## src/rtl/relu_grad_gate.sv

```systemverilog
// ReLU forward pass that records a sign mask, and a backward pass that gates
// gradients with that mask. One-cycle registered output with valid/ready flow control.
module relu_grad_gate #(
  parameter int unsigned WIDTH          = 256,
  parameter logic [31:0] NEGATIVE_SLOPE = 32'h0000_0000
) (
  input  logic        clk,
  input  logic        reset,
  input  logic        start,
  input  logic        mode,
  input  logic        in_valid,
  output logic        in_ready,
  input  logic [31:0] in_data,
  output logic        out_valid,
  input  logic        out_ready,
  output logic [31:0] out_data,
  output logic        busy,
  output logic        done,
  output logic        err
);

  localparam int unsigned CW = (WIDTH > 1) ? $clog2(WIDTH) : 1;
  localparam logic [CW-1:0] LAST = CW'(WIDTH - 1);

  typedef enum logic [1:0] {IDLE, FWD, BWD, DRAIN} state_t;

  state_t            state, state_nx;
  logic [CW-1:0]     cnt;
  logic [WIDTH-1:0]  mask;
  logic              mask_valid;
  logic              pass_bwd;
  logic              xfer;
  logic              drain_ok;
  logic [31:0]       result;

  assign xfer     = in_valid && in_ready;
  assign drain_ok = (state == DRAIN) && (!out_valid || out_ready);

  always_comb begin
    state_nx = state;
    in_ready = 1'b0;
    busy     = (state != IDLE);
    done     = 1'b0;
    unique case (state)
      IDLE: begin
        if (start && !mode)
          state_nx = FWD;
        else if (start && mode && mask_valid)
          state_nx = BWD;
      end
      FWD, BWD: begin
        in_ready = !out_valid || out_ready;
        if (in_valid && in_ready && cnt == LAST)
          state_nx = DRAIN;
      end
      DRAIN: begin
        if (!out_valid || out_ready) begin
          done     = 1'b1;
          state_nx = IDLE;
        end
      end
      default: state_nx = IDLE;
    endcase
  end

  always_comb begin
    result = '0;
    if (state == BWD)
      result = mask[cnt] ? in_data : '0;
    else
      result = in_data[31] ? NEGATIVE_SLOPE : in_data;
  end

  always_ff @(posedge clk or negedge reset) begin
    if (!reset) begin
      state      <= IDLE;
      cnt        <= '0;
      mask       <= '0;
      mask_valid <= 1'b0;
      pass_bwd   <= 1'b0;
      out_data   <= '0;
      out_valid  <= 1'b0;
      err        <= 1'b0;
    end else begin
      state <= state_nx;
      err   <= (state == IDLE) && start && mode && !mask_valid;

      if (state == IDLE && start) begin
        cnt      <= '0;
        pass_bwd <= mode;
        if (!mode)
          mask_valid <= 1'b0;
      end else if (xfer && cnt != LAST) begin
        cnt <= cnt + 1'b1;
      end

      if (xfer && state == FWD)
        mask[cnt] <= ~in_data[31];

      // Mask becomes usable only once a full forward pass has drained.
      if (drain_ok && !pass_bwd)
        mask_valid <= 1'b1;

      if (xfer) begin
        out_data  <= result;
        out_valid <= 1'b1;
      end else if (out_valid && out_ready) begin
        out_valid <= 1'b0;
      end
    end
  end

endmodule

```

## config.mk

```make
export PLATFORM = sky130hd
export DESIGN_NAME = relu_grad_gate
export DESIGN_NICKNAME = d
export VERILOG_FILES = /design/src/rtl/relu_grad_gate.sv
export SDC_FILE = /design/constraint.sdc
export NUM_CORES = 1
export LEC_CHECK = 0
export CORE_ASPECT_RATIO = 0.8
export CORE_MARGIN = 2
export CORE_UTILIZATION = 55
export CTS_CLUSTER_DIAMETER = 150
export CTS_CLUSTER_SIZE = 16
export DETAILED_ROUTE_END_ITERATION = 16
export PLACE_DENSITY = 0.74
export SYNTH_ARGS = -nofsm -noshare
export SYNTH_HDL_FRONTEND = slang
export SYNTH_SLANG_ARGS = --single-unit
```

## constraint.sdc

```tcl
create_clock -name clk -period 3.6 [get_ports clk]
set_input_delay 0.54 -clock clk [delete_from_list [all_inputs] [get_ports clk]]
set_output_delay 0.54 -clock clk [all_outputs]
set_load 0.01 [all_outputs]
```

==> results of run 1 <==
logic make-up (layout without fill, tap and decap cells):
logic type	count (synthesis)	count (layout)	share of synthesized area [%]
mux	76	76	11.23
compound gates	646	646	25.42
fa+ha+maj	8	8	0.6798
simple gates	139	139	4.631
xor+xnor	6	6	0.3569
buf+inv	189	177	6.365
flops	302	302	51.33
synthesized netlist by cell type (all sizes together) (12+ instances only):
cell and instances:
nand2b 12, clkbuf 162, and2 14, a22oi 35, a21oi 266, nor2 36
nand2 34, dfrtp 302, mux4 65, a31oi 256, o21ai 71, buf 19
nor3 16
layer usage:
metal / up-vias / wire length [µm]
li1: 5190 / -
met3: 65 / 3393
met2: 550 / 16670
met1: 5743 / 17350
met4: 0 / 859
met5: - / 0
cell type report:
cell class	count	area, µm²
clock buffer	26	596.8
multi-input combinational	875	6324
tap	357	446.7
fill	2119	9985
sequential	302	7564
inverter	7	26.28
timing repair buffer	144	1385
critical path: cells and delay by family, from the launching register on:
family                 cells  cell delay (ps)
DFF                        1              710
buffers and inverters      2              710
AOI/OAI and AO/OA          5              690
muxes                      1              580
and+or+nand+nor            1              410
power breakdown:
group	internal (mW)	leakage [nW]	switching, mW
logic	1.08	2.56	1.14
registers	3.66	4.17	0.289
clock network	1.16	0.293	1.15
stage by stage:
step           cell area, µm²  power [mW]
3_3_place_gp            15750       6.180
6_report                16340       8.469
2_1_floorplan           14720       5.398
5_1_grt                 16340       8.844
3_5_place_dp            15750       6.229
4_1_cts                 16340       8.509
path summary, 6_finish.rpt:
| check | endpoint | startpoint | cells past startpoint |
|---|---|---|---|
| worst max-delay path | out_data[24] | cnt[0] | 9 |
| max in group asynchronous | mask[22] | reset | 2 |
| worst min register to register | mask_valid | pass_bwd | 1 |
| min in group clk | mask_valid | pass_bwd | 1 |
| worst min-delay path | err | reset | 1 |
| worst max register to register | out_data[24] | cnt[0] | 9 |
sequential cells by signal (all words and copies together), names as in the netlist:
name and count:
cnt 8, err 1, mask 256, mask_valid 1
out_data 32, out_valid 1, pass_bwd 1, state 2
==> impl_metrics.tcl, run 1 <==
set metrics [dict create \
    via_per_inst 6.749 \
    syn2layout_area_growth_pct 10.99 \
    worstSetupEndpointType "flop" \
    syn_nets 1412 \
    async_reset_ff_share_pct 100.0 \
    clockRootBuffer "clkbuf_16" \
    powerDensity_nw_per_um2 518.2 \
    start_util_pct 55.93 \
    yosysTopAreaCellShare_pct 51.33 \
    avgSynthCellArea_um2 10.78 \
    setup_viol 0 \
    ys.flop_type "dfrtp_1" \
    first_pass_iters 6 \
    routedWlPerCell_um 22.37 \
    fin_ws_ps 322.5 \
    cts_buffers 22 \
    dp_hpwl_mm 23.31 \
    grt_busiest_layer "met1" \
    use_met1_pct 42.04 \
    clock_latency_ps 530 \
    gp_congestion 0.8520 \
    core_area_um2 26330 \
    num_vias 11550 \
    final_core_util_pct 62.07 \
    ctsHoldBuffers 0 \
    grt.overflow.total 0 \
    ant_nets 0 \
    cts_resized 0 \
    whs_ps 105.4 \
    mostFrequentLayoutCell "dfrtp_1" \
    finalNetCount 1398 \
    hold_class "in -> async" \
    die-width_um 186.9 \
    finalHoldViolations 0 \
    grt_antenna_before_repair 0 \
    cts_setup_buffers 0 \
    tightest_slew_ps 1031 \
    grt_max_degree 111 \
    grt_use_met3_pct 5.035 \
    die_y_um 150.3 \
    finClkSkew_ps 18.82 \
    seq_area_frac_synth_pct 51.33 \
    p_leak_nw 7.019 \
    syn_inst 1366 \
    slew-limit-headroom_pct 31.18 \
    criticalPathCategory "reg -> reg" \
    crit_path_frequent_cell "buf_4" \
    crit_chain "buf_4, mux4_2, a22oi_1, a21boi_0, nor4_1, a311oi_4, buf_4, o21ai_0, o21ai_1" \
    synth_edf_count 0 \
    numPortBuffers 74 \
    rows 53 \
    ys_ff_latch 302 \
    cts_tree "yes" \
    die-area_um2 28100 \
    crit_arrival_ps 3670 \
    crit_required_ps 3990 \
    ios 75 \
    ys_warn_count 0 \
    path_clk_slew_ps 80 \
    max_freq_ghz 0.3051 \
    cts_buffer_depth 3 \
    yosys.area.top_type "dfrtp_1" \
    fin_crit_ps 3277 \
    synth_cell_type_count 58 \
    vdd_ir_drop_max_v 0.0004188 \
    slowest_delay_ps 710 \
    drive_above_1_share_pct 13.37 \
    tns_ps 0 \
    setup.worst_path.start_class "flop" \
    crit_fanout 32 \
    grt_pass1_wl_mm 61.10 \
    report.final.slew_viol_count 0 \
    diodes 0 \
    post-place-ws_ps 353.0 \
    wl_mm 38.28 \
    use_met2_pct 40.35 \
    layout.cells.most_common_list "299 x dfrtp_1, 266 x a21oi_1, 256 x a31oi_1" \
    rsz0062_at_grt "false" \
    drt_iter0_markers 1376 \
    gr-usage-all-layers_pct 27.32 \
    regToRegSetupSlack_ps 320 \
    fin_cells 1711 \
    clock_sinks 302 \
    drc 0 \
    max_cap_viol_count 0 \
    netlist_area_um2 14720 \
    htreeDepth 1 \
    ys_top_cells_by_area "dfrtp_1 51%, a31oi_1 11%, a21oi_1 9.0%" \
    grt_pass1_vias 10750 \
    finalCritPeriodShare_pct 91.04 \
    status "finished clean" \
    dp.cells 1685 \
    critPathSlowestCell "dfrtp_4" \
]
Power figures use the tool's default switching activity.
==> run 2: changes to the inputs <==
Settings changed: CORE_ASPECT_RATIO 0.8 to unset, SLEW_MARGIN set to 40.
==> impl_metrics.tcl, run 2 (synthesis results as in run 1) <==
set metrics [dict create \
    drt_iter0_markers 1653 \
    ant_nets 0 \
    top_regs "mask x256, out_data x32, cnt x8" \
    whs_ps -35.47 \
    fillers 2086 \
    finClkSkew_ps 10.52 \
    rows 59 \
    violations "hold timing" \
    status "finished, violations left" \
    mostFrequentLayoutCell "dfrtp_1" \
    grt_pass1_vias 10770 \
    slew-limit-headroom_pct 47.04 \
    grt_max_degree 106 \
    report.final.slew_viol_count 0 \
    start_util_pct 56.19 \
    htreeDepth 1 \
    ctsHoldBuffers 0 \
    drive_above_1_share_pct 13.04 \
    die-area_um2 28100 \
    gr-usage-all-layers_pct 26.74 \
    largest_reg_flops 256 \
    rsz0062_at_grt "false" \
    core_area_um2 26210 \
    vdd_ir_drop_max_v 0.0003504 \
    clock_latency_ps 530 \
    setup_viol 0 \
    tightest_slew_ps 794.4 \
    hold_class "in -> async" \
    num_vias 11510 \
    first_pass_iters 6 \
    layout.cells.most_common_list "299 x dfrtp_1, 266 x a21oi_1, 256 x a31oi_1" \
    cts_buffers 22 \
    max_freq_ghz 0.3135 \
    cts_buffer_depth 3 \
    grt.overflow.total 0 \
    criticalPathCategory "reg -> reg" \
    finalHoldViolations 50 \
    gp_congestion 0.8183 \
    finalCritPeriodShare_pct 88.61 \
    tns_ps 0 \
    path_clk_slew_ps 80 \
    crit_required_ps 4000 \
    cts_tree "yes" \
    clock_sinks 302 \
    clockRootBuffer "clkbuf_16" \
    cts_setup_buffers 0 \
    setup.worst_path.start_class "flop" \
    via_per_inst 6.833 \
    syn2layout_area_growth_pct 10.42 \
    p_leak_nw 6.994 \
    numPortBuffers 74 \
    powerDensity_nw_per_um2 522.7 \
    fin_crit_ps 3190 \
    routedWlPerCell_um 22.43 \
    finalNetCount 1394 \
    diodes 0 \
    dp_hpwl_mm 22.47 \
    final_core_util_pct 62.04 \
    worstSetupEndpointType "flop" \
    drc 0 \
    die_y_um 167.6 \
    top_register "mask" \
    cts_resized 0 \
    crit_arrival_ps 3590 \
    crit_fanout 32 \
    max_cap_viol_count 0 \
    grt_pass1_wl_mm 60.22 \
    ios 75 \
    wl_mm 37.79 \
    die-width_um 167.6 \
    grt_antenna_before_repair 0 \
]
## run 2: changes by cell type in the layout (fill, tap and decap cells not counted)
cell	previous run	this run
buf_12	9	8
a311oi_4	1	0
a311oi_2	0	1
nor2_1	24	25
nor2_2	12	11
buf_4	61	58
## run 2: final timing paths
| kind | start | endpoint | slack (ps) | cells after the start |
|---|---|---|---|---|
| worst max-delay path | cnt[0] | out_data[31] | 410 | 9 |
| min in group clk | pass_bwd | mask_valid | 460 | 1 |
| max in group asynchronous | reset | mask[140] | 2540 | 3 |
| worst max register to register | cnt[0] | out_data[31] | 410 | 9 |
| worst min register to register | pass_bwd | mask_valid | 460 | 1 |
| worst min-delay path | reset | mask_valid | -40 | 1 |
## run 2: layout make-up
| cell class | instances | area, µm² | share of cell area, % |
|---|---|---|---|
| flip-flops and latches | 302 | 7564 | 46.52 |
| well taps | 335 | 419.2 | 2.578 |
| inverters | 7 | 26.28 | 0.1616 |
| repair buffers | 140 | 1343 | 8.258 |
| clock buffers | 26 | 596.8 | 3.671 |
| multi-input cells | 875 | 6310 | 38.81 |
## run 2: per-layer routing
metal / GRT usage, % / routed length [µm]
met5: 0 / 0
met4: 7.826 / 845
met1: 39.77 / 16820
met2: 40.70 / 17040
met3: 4.892 / 3085
## run 2: where the power goes
| group | total (mW) | switching, mW | leakage (nW) | internal, mW |
|---|---|---|---|---|
| clock | 2.34 | 1.18 | 0.293 | 1.16 |
| combinational | 2.23 | 1.16 | 2.53 | 1.07 |
| sequential | 3.93 | 0.268 | 4.17 | 3.66 |
## run 2: stage by stage
| stage | cell area [µm²] | power, mW | instances | hold slack (ps) | worst slack [ps] |
|---|---|---|---|---|---|
| 2_1_floorplan | 14720 | 5.398 | 1366 | 244.4 | 1003 |
| 3_3_place_gp | 15640 | 6.172 | 1658 | 445.2 | 455.1 |
| 3_5_place_dp | 15640 | 6.226 | 1658 | 457.6 | 412.6 |
| 4_1_cts | 16240 | 8.537 | 1684 | 115.2 | 395.9 |
| 5_1_grt | 16260 | 8.855 | 1685 | 0.8056 | 238.0 |
| 6_report | 16260 | 8.499 | 1685 | -35.47 | 410.0 |
## run 2: worst max-delay path: stages (launching register included)
cell and delay, ps:
dfrtp_4 650, buf_4 300, mux4_2 530, mux4_2 470, nand2b_1 160, a21oi_1 140
nor3_1 100, o311ai_4 350, buf_12 230, o21ai_0 120
==> run 3: changes to the inputs <==
Settings changed: CORE_ASPECT_RATIO set to 1.25.
==> impl_metrics.tcl, run 3 (synthesis results as in run 1) <==
set metrics [dict create \
    slowest_delay_ps 690 \
    mostFrequentLayoutCell "dfrtp_1" \
    first_pass_iters 5 \
    dp_hpwl_mm 22.90 \
    layout.cells.most_common_list "298 x dfrtp_1, 266 x a21oi_1, 256 x a31oi_1" \
    rr_worst_depth 9 \
    setup_viol 0 \
    hold_class "in -> async" \
    largest_reg_flops 256 \
    grt_antenna_before_repair 0 \
    crit_arrival_ps 3530 \
    tightest_slew_ps 757.7 \
    met2_wirelength_mm 17.87 \
    met1_length_mm 15.44 \
    htreeDepth 1 \
    vdd_ir_drop_max_v 0.0003678 \
    p_sw_share_pct 30.27 \
    cts_tree "yes" \
    path_clk_slew_ps 70 \
    wl_mm 37.84 \
    rsz0062_at_grt "false" \
    clock_sinks 302 \
    slew-limit-headroom_pct 49.49 \
    numPortBuffers 74 \
    clock_latency_ps 530 \
    clockRootBuffer "clkbuf_16" \
    setup.worst_path.start_class "flop" \
    top_register "mask" \
    ant_nets 0 \
    cp_top_family "compound AO/OA/AOI/OAI gates" \
    num_vias 11440 \
    critPathBufInv 2 \
    p_leak_nw 7.018 \
    p_clk_share_pct 27.3 \
    grt.overflow.total 0 \
    drive_above_1_share_pct 13.35 \
    crit_path_frequent_cell "nor3_1" \
    cts_buffer_depth 3 \
    grt_pass1_wl_mm 60.45 \
    criticalPathCategory "reg -> reg" \
    rows 66 \
    routedWlPerCell_um 22.31 \
    finalHoldViolations 0 \
    finClkSkew_ps 13.30 \
    p_comb_share_pct 26.3 \
    via_per_inst 6.746 \
    cts_buffers 22 \
    status "finished clean" \
    critPathSlowestCell "dfrtp_4" \
    grt_pass1_vias 10990 \
    top_regs "mask x256, out_data x32, cnt x8" \
    crit_fanout 32 \
    path_depth 9 \
    fillers 2083 \
    start_util_pct 56.25 \
    syn2layout_area_growth_pct 10.81 \
    gr-usage-all-layers_pct 26.88 \
    p_sw_mw 2.566 \
    fin_crit_ps 3130 \
    cts_setup_buffers 0 \
    die-width_um 150.3 \
    core_area_um2 26180 \
    internal_power_mw 5.909 \
    max_freq_ghz 0.3195 \
    wl_met3_mm 3.018 \
    grt_max_degree 111 \
    tns_ps 0 \
    drc 0 \
    report.final.slew_viol_count 0 \
    gp_congestion 0.8363 \
    die-area_um2 28100 \
    finalCritPeriodShare_pct 86.94 \
    drt_iter0_markers 1331 \
    diodes 0 \
    post-place-ws_ps 501.7 \
    seq_power_share_pct 46.4 \
    finalNetCount 1398 \
    powerDensity_nw_per_um2 519.4 \
    ios 75 \
    die_y_um 186.9 \
    max_cap_viol_count 0 \
    fin_ws_ps 470.1 \
    worstSetupEndpointType "flop" \
    highest_layer "met4" \
    crit_required_ps 4000 \
    crit_chain "buf_4, mux4_2, mux2i_1, nor3_1, a2111oi_2, nor3_1, o311ai_4, buf_12, o21ai_0" \
]
## run 3: cell count changes in the layout (fill, tap and decap cells not counted), sizes merged
cell         change
buf              +3
dlygate4sd3      +1
clkbuf           +2
## run 3: final cells by class
cell class | instances | area [µm²] | area share (%)
clock buffers | 28 | 604.3 | 3.704
multi-input cells | 875 | 6325 | 38.77
repair buffers | 144 | 1370 | 8.397
well taps | 340 | 425.4 | 2.607
flip-flops and latches | 302 | 7565 | 46.37
inverters | 7 | 26.28 | 0.1610
## run 3: worst paths after layout
kind	from	endpoint	slack [ps]
worst min-delay path	reset	mask[240]	480
max in group asynchronous	reset	mask[171]	2000
min in group clk	out_data[31]	out_data[31]	480
worst max-delay path	cnt[0]	out_data[22]	470
worst min register to register	out_data[31]	out_data[31]	480
worst max register to register	cnt[0]	out_data[22]	470
## run 3: worst register-to-register path, cell delays in order (launching register included)
cell and delay (ps):
dfrtp_4 690, buf_4 300, mux4_2 510, mux2i_1 140
nor3_1 70, a2111oi_2 470, nor3_1 180, o311ai_4 290
buf_12 230, o21ai_0 120
## run 3: power groups by stage
stage	Combinational (mW)	Clock, mW	Sequential, mW
6_report	2.23	2.31	3.93
2_1_floorplan	1.45	0	3.95
4_1_cts	2.24	2.34	3.93
3_3_place_gp	2.20	0	3.99
5_1_grt	2.42	2.47	3.97
3_5_place_dp	2.24	0	4.00
## run 3: repair_timing
action,4_1_cts,5_1_grt
endpoints found under the hold margin,0,32
gates resized for setup,0,0
hold buffers,0,1
## run 3: metrics by stage
stage	std cells	total power [mW]	cell area, µm²	hold WS (ps)	util [%]
CTS	1694	8.520	16280	113.3	62.18
floorplan	1366	5.398	14720	244.4	-
global route	1696	8.861	16320	504.7	62.33
detailed placement	1666	6.237	15670	466.1	59.87
global placement	1666	6.185	15660	443.3	59.82
finish	1696	8.475	16320	477.2	62.33
## run 3: metal layers
| metal | vias up | track usage, % |
|---|---|---|
| li1 | 5190 | - |
| met1 | 5589 | 38.29 |
| met2 | 565 | 41.75 |
| met3 | 98 | 3.976 |
| met4 | 0 | 10.74 |
| met5 | - | 0 |
